### src/rtl/stream_frame_writer.sv
// Frame-buffer sink: drops blanking, packs active pixels four per 32-bit word
// and queues {address, data} in a 4-entry FIFO drained through a req/ack port.
module stream_frame_writer #(
   parameter int          width     = 420,
   parameter int          height    = 300,
   parameter logic [19:0] base_addr = 20'd0
) (
   input  logic        clock,
   input  logic        reset,
   input  logic [7:0]  din,
   input  logic        blanking_in,
   input  logic        validin,
   output logic        wr_req,
   output logic [19:0] wr_addr,
   output logic [31:0] wr_data,
   input  logic        wr_ack,
   output logic        frame_done,
   output logic        overflow
);

   logic [1:0]  lane;
   logic [23:0] pack_reg;
   logic [15:0] x;
   logic [15:0] y;
   logic [19:0] word_count;

   logic [51:0] fifo_mem [0:3];
   logic [1:0]  rd_ptr;
   logic [1:0]  wr_ptr;
   logic [2:0]  count;

   logic        active;
   logic        last_x;
   logic        last_y;
   logic        push;
   logic        pop;
   logic        full;
   logic        push_ok;
   logic [51:0] push_entry;

   assign active     = validin && !blanking_in;
   assign last_x     = (x == 16'(width - 1));
   assign last_y     = (y == 16'(height - 1));
   assign push       = active && (lane == 2'd3);
   assign pop        = wr_req && wr_ack;
   assign full       = (count == 3'd4);
   assign push_ok    = push && (!full || pop);
   assign push_entry = {base_addr + word_count, din, pack_reg};

   assign wr_req  = (count != 3'd0);
   assign wr_addr = fifo_mem[rd_ptr][51:32];
   assign wr_data = fifo_mem[rd_ptr][31:0];

   // Packing and raster position; word_count advances on every completed word
   // so a dropped word still consumes its address slot.
   always_ff @(posedge clock) begin
      if (reset) begin
         lane       <= 2'd0;
         pack_reg   <= 24'd0;
         x          <= 16'd0;
         y          <= 16'd0;
         word_count <= 20'd0;
         frame_done <= 1'b0;
      end else begin
         frame_done <= active && last_x && last_y;
         if (active) begin
            case (lane)
               2'd0:    pack_reg[7:0]   <= din;
               2'd1:    pack_reg[15:8]  <= din;
               2'd2:    pack_reg[23:16] <= din;
               default: ;
            endcase
            lane <= lane + 2'd1;
            if (last_x) begin
               x <= 16'd0;
               if (last_y) begin
                  y          <= 16'd0;
                  word_count <= 20'd0;
               end else begin
                  y          <= y + 16'd1;
                  word_count <= word_count + {19'd0, push};
               end
            end else begin
               x          <= x + 16'd1;
               word_count <= word_count + {19'd0, push};
            end
         end
      end
   end

   // A push into a full FIFO is honoured only when the head pops on the same edge.
   always_ff @(posedge clock) begin
      if (reset) begin
         for (int i = 0; i < 4; i++) fifo_mem[i] <= 52'd0;
         rd_ptr   <= 2'd0;
         wr_ptr   <= 2'd0;
         count    <= 3'd0;
         overflow <= 1'b0;
      end else begin
         if (push_ok) begin
            fifo_mem[wr_ptr] <= push_entry;
            wr_ptr           <= wr_ptr + 2'd1;
         end
         if (pop) rd_ptr <= rd_ptr + 2'd1;
         count <= count + {2'd0, push_ok} - {2'd0, pop};
         if (push && full && !pop) overflow <= 1'b1;
      end
   end

endmodule

### config.mk
export PLATFORM = sky130hd
export DESIGN_NAME = stream_frame_writer
export DESIGN_NICKNAME = d
export VERILOG_FILES = /design/src/rtl/stream_frame_writer.sv
export SDC_FILE = /design/constraint.sdc
export NUM_CORES = 1
export LEC_CHECK = 0
export CAP_MARGIN = 10
export CORE_MARGIN = 1
export CORE_UTILIZATION = 60
export DETAILED_ROUTE_END_ITERATION = 12
export PLACE_DENSITY = 0.81
export SLEW_MARGIN = 20
export SYNTH_ARGS = -nofsm -noshare
export SYNTH_HDL_FRONTEND = slang
export SYNTH_SLANG_ARGS = --single-unit
### constraint.sdc
create_clock -name clock -period 3.4 [get_ports clock]
set_clock_uncertainty 0.1 [all_clocks]
set_input_delay 0.34 -clock clock [delete_from_list [all_inputs] [get_ports clock]]
set_output_delay 0.34 -clock clock [all_outputs]
set_load 0.01 [all_outputs]
==> run summary <==
The last weighted congestion value of the routability-driven placer is just under 0.8. The worst hold path cell count came out at 3. The data required time of the critical path is 2.96 ns. The most instantiated flip-flop cell in the synthesis netlist is sky130_fd_sc_hd__edfxtp_1.

Setup repair after global routing left no endpoint under its margin. The number of rows created at floorplan is 53. The commonest non-fill, non-tap cell in the layout is sky130_fd_sc_hd__edfxtp_1. The number of warnings printed during yosys synthesis came out at 0. The worst setup slack after layout came out at 0.5779 ns. The average footprint of a synthesized cell is 13.24 um2. By area the synthesized netlist is led by sky130_fd_sc_hd__edfxtp_1 49%, sky130_fd_sc_hd__dfxtp_1 14%, sky130_fd_sc_hd__mux4_2 9.2%, sky130_fd_sc_hd__and2_1 7.8%, sky130_fd_sc_hd__and3_1 2.9%. The total vias in the final route is 7931. The type of the worst setup path is reg -> out.

The leakage power of the design is 5.329 nW. After detailed placement, the total cell area comes to ~14000 um2. The peak clock frequency supported by timing came out at 0.3543 GHz. The hold violation total from the final report was 0.

The CTS sink count came out at between 200 and 300. The wire length after detailed routing came out at 27050 um. sky130_fd_sc_hd__edfxtp_1 takes more of the synthesized area than any other cell. STA classifies the critical path endpoint as a primary output. The number of antenna violations at the first check in global routing is 0.

The run finished with clean final reports. The detail-routed via count per cell came out at slightly below 6. The total CTS buffers came out at 30. The number of buffers added on ports came out at 67. In this run the deepest clock path goes through 3 buffers. The CTS tree is built.

The later-pin clock latency in the skew report came out at around 0.54 ns. The layout overhead on the synthesized area is 16.10%. Timing analysis after detailed placement gives a worst setup slack of about 0.38 ns.

The design draws 8.766 mW. The number of nets in the layout came out at between 1000 and 1500. The number of synthesized flops with an enable pin is 208. The post-route worst hold slack is 0.2722 ns. The cell count after synthesis came out at 967.

The proportion of register bits with asynchronous set or reset after synthesis is 0%. The clock-pin slew reported for the worst setup and hold paths after clock tree synthesis came out at 0.06 ns. The number of hold buffers added after CTS is 0.

For the pin with the worst max-slew slack, the measured transition is 0.5614 ns. The startpoint identified for the worst register-to-register timing path is count[1]$_SDFF_PP0_. STA classifies the critical path startpoint as a flop. After layout, the minimum clock period comes to 2.822 ns.

The average wire per standard cell is ~20 um. The setup TNS came out at 0 ns. The worst register-to-register path ends at fifo_mem[1][13]$_SDFFCE_PN0P_. The post-synthesis sequential area ratio is 62.72%. The worst hold path begins at reset.

The worst hold path class is in -> reg. The worst hold endpoint is lane[0]$_SDFFE_PP0N_. The post-CTS resize count is 0. The initial standard-cell utilization of the core is ~61%. The count of different cell masters after synthesis came out at 44. Measured in cells, the most critical reg-to-reg path has a length of 7. The number of endpoints failing setup at the final stage is 0.

The cell area power density is 589.9 nW/um2. The maximum fanout along the worst path is 19. The worst path uses 83.00% of the clock period. The number of global-route vias before repair came out at 8188. The library cells used most frequently in the layout, excluding fill and tap cells, are 208 x sky130_fd_sc_hd__edfxtp_1, 160 x sky130_fd_sc_hd__and2_1, 87 x sky130_fd_sc_hd__dfxtp_1. The signal arrival time at the worst endpoint came out at between 2 and 2.5 ns. The tightest slew margin relative to the limit came out at 62.57%. The tree is rooted in a sky130_fd_sc_hd__clkbuf_16.

The post-CTS repair timing setup buffer count is 0. The peak ir drop on the vdd network is 0.0003812 V. The detailed router finished its first iteration with 580 violations.

The total routing usage reported by global routing is between 20% and 30%. The top-area cell type share of the netlist area is approximately half. The length of the first detailed-routing pass in iterations is 5. The design area came out at 14860 um2. The synthesized netlist net count came out at around 990.

The width of the die came out at 148.1 um. The number of fill cells is 1419. The leftover overflow at the end of global routing is 0.

Once detailed placement completed, the half-perimeter wirelength came to 16270 um. After synthesis the netlist holds a flip-flop and latch count of ~300. The die footprint is about 22000 um2. The number of nets with antenna violations after detailed routing is 0. The flop-to-flop setup slack came out at 0.75 ns.

In this run the number of H-tree levels came out at 1. The proportion of layout cells with a drive suffix above 1 is 13.67%. The number of pins exceeding their max-slew limit in the final report is 0. The vertical extent of the die is 148.1 um. The first global-routing pass estimated about 44000 um of wire. The number of design rule violations left after detail routing came out at 0. The maximum number of pins on one net before global-route repair came out at 55.

The area of the core is 20960 um2. The number of flip-flops in the largest register is 208. The count of max-cap constraint violations is 0. The synthesized area came out at 12800 um2. The number of top-level design ports came out at between 60 and 70.
==> layer usage <==
| metal | global-route usage, % | up-vias | share of wire (%) |
|---|---|---|---|
| li1 | - | 3652 | - |
| met1 | 34.84 | 3950 | 41 |
| met2 | 44.11 | 278 | 50 |
| met3 | 3.006 | 51 | 6.0 |
| met4 | 7.732 | 0 | 2.2 |
| met5 | 0 | - | 0 |
==> metrics by stage <==
stage                     std cells  util [%]
after floorplan                 967         -
final                          1337     70.91
after global routing           1336     70.90
after detailed placement       1280     66.29
after CTS                      1336     70.90
after global placement         1280     66.29
==> cell type report <==
type / instances / area [um2] / area share [%]
Sequential cell: 297 / 8033 / 54.06
Multi-Input combinational cell: 603 / 4539 / 30.55
Timing Repair Buffer: 95 / 938.4 / 6.315
Clock buffer: 42 / 847.1 / 5.701
Tap cell: 275 / 344.1 / 2.316
Clock inverter: 14 / 117.6 / 0.7915
Inverter: 10 / 37.54 / 0.2526
Antenna cell: 1 / 2.502 / 0.01684
==> cell usage after synthesis (10+ instances only) <==
| cell | n |
|---|---|
| sky130_fd_sc_hd__a21oi_1 | 36 |
| sky130_fd_sc_hd__nand3_1 | 45 |
| sky130_fd_sc_hd__dfxtp_1 | 89 |
| sky130_fd_sc_hd__and3_1 | 59 |
| sky130_fd_sc_hd__ha_1 | 10 |
| sky130_fd_sc_hd__xnor2_1 | 26 |
| sky130_fd_sc_hd__nand2_1 | 58 |
| sky130_fd_sc_hd__xor2_1 | 23 |
| sky130_fd_sc_hd__nand4_1 | 13 |
| sky130_fd_sc_hd__edfxtp_1 | 208 |
| sky130_fd_sc_hd__nor2_1 | 59 |
| sky130_fd_sc_hd__mux4_2 | 52 |
| sky130_fd_sc_hd__clkbuf_1 | 41 |
| sky130_fd_sc_hd__and2_1 | 160 |
==> worst max-delay path by stage <==
stage / end / slack (ns) / depth (start not counted)
2_1_floorplan: fifo_mem[1][0]$_SDFFCE_PN0P_ / 0.37 / 6
3_3_place_gp: fifo_mem[1][35]$_SDFFCE_PN0P_ / 0.49 / 8
3_5_place_dp: fifo_mem[1][35]$_SDFFCE_PN0P_ / 0.38 / 8
4_1_cts: wr_data[7] / 0.55 / 3
5_1_grt: wr_data[7] / 0.48 / 3
6_report: wr_data[1] / 0.58 / 3
==> cell families (layout without fill, tap and decap cells) <==
kind of cell               after synthesis  in the layout  share of synthesized area [%]
adders and majority gates               11             11                          1.134
buffers and inverters                   67            161                          2.043
xor gates and xnor gates                49             49                          3.353
muxes                                   52             52                          9.150
and+or+nand+nor                        444            444                          19.62
DFF                                    297            297                          62.72
other                                    0              1                              0
AOI/OAI and AO/OA                       47             47                          1.975
==> report_power, final <==
part | leakage (nW) | internal, mW | switching, mW
Clock | 0.475 | 1.88 | 1.31
Sequential | 2.82 | 4.00 | 0.0686
Combinational | 2.04 | 0.839 | 0.671
Total | 5.33 | 6.71 | 2.05
==> critical path: stages (launching register included) <==
cell                              delay, ns
sky130_fd_sc_hd__dfxtp_4               0.36
sky130_fd_sc_hd__buf_4                 0.36
sky130_fd_sc_hd__mux4_2                0.61
sky130_fd_sc_hd__clkdlybuf4s50_1       0.51
(Power assumes the default switching activity.)
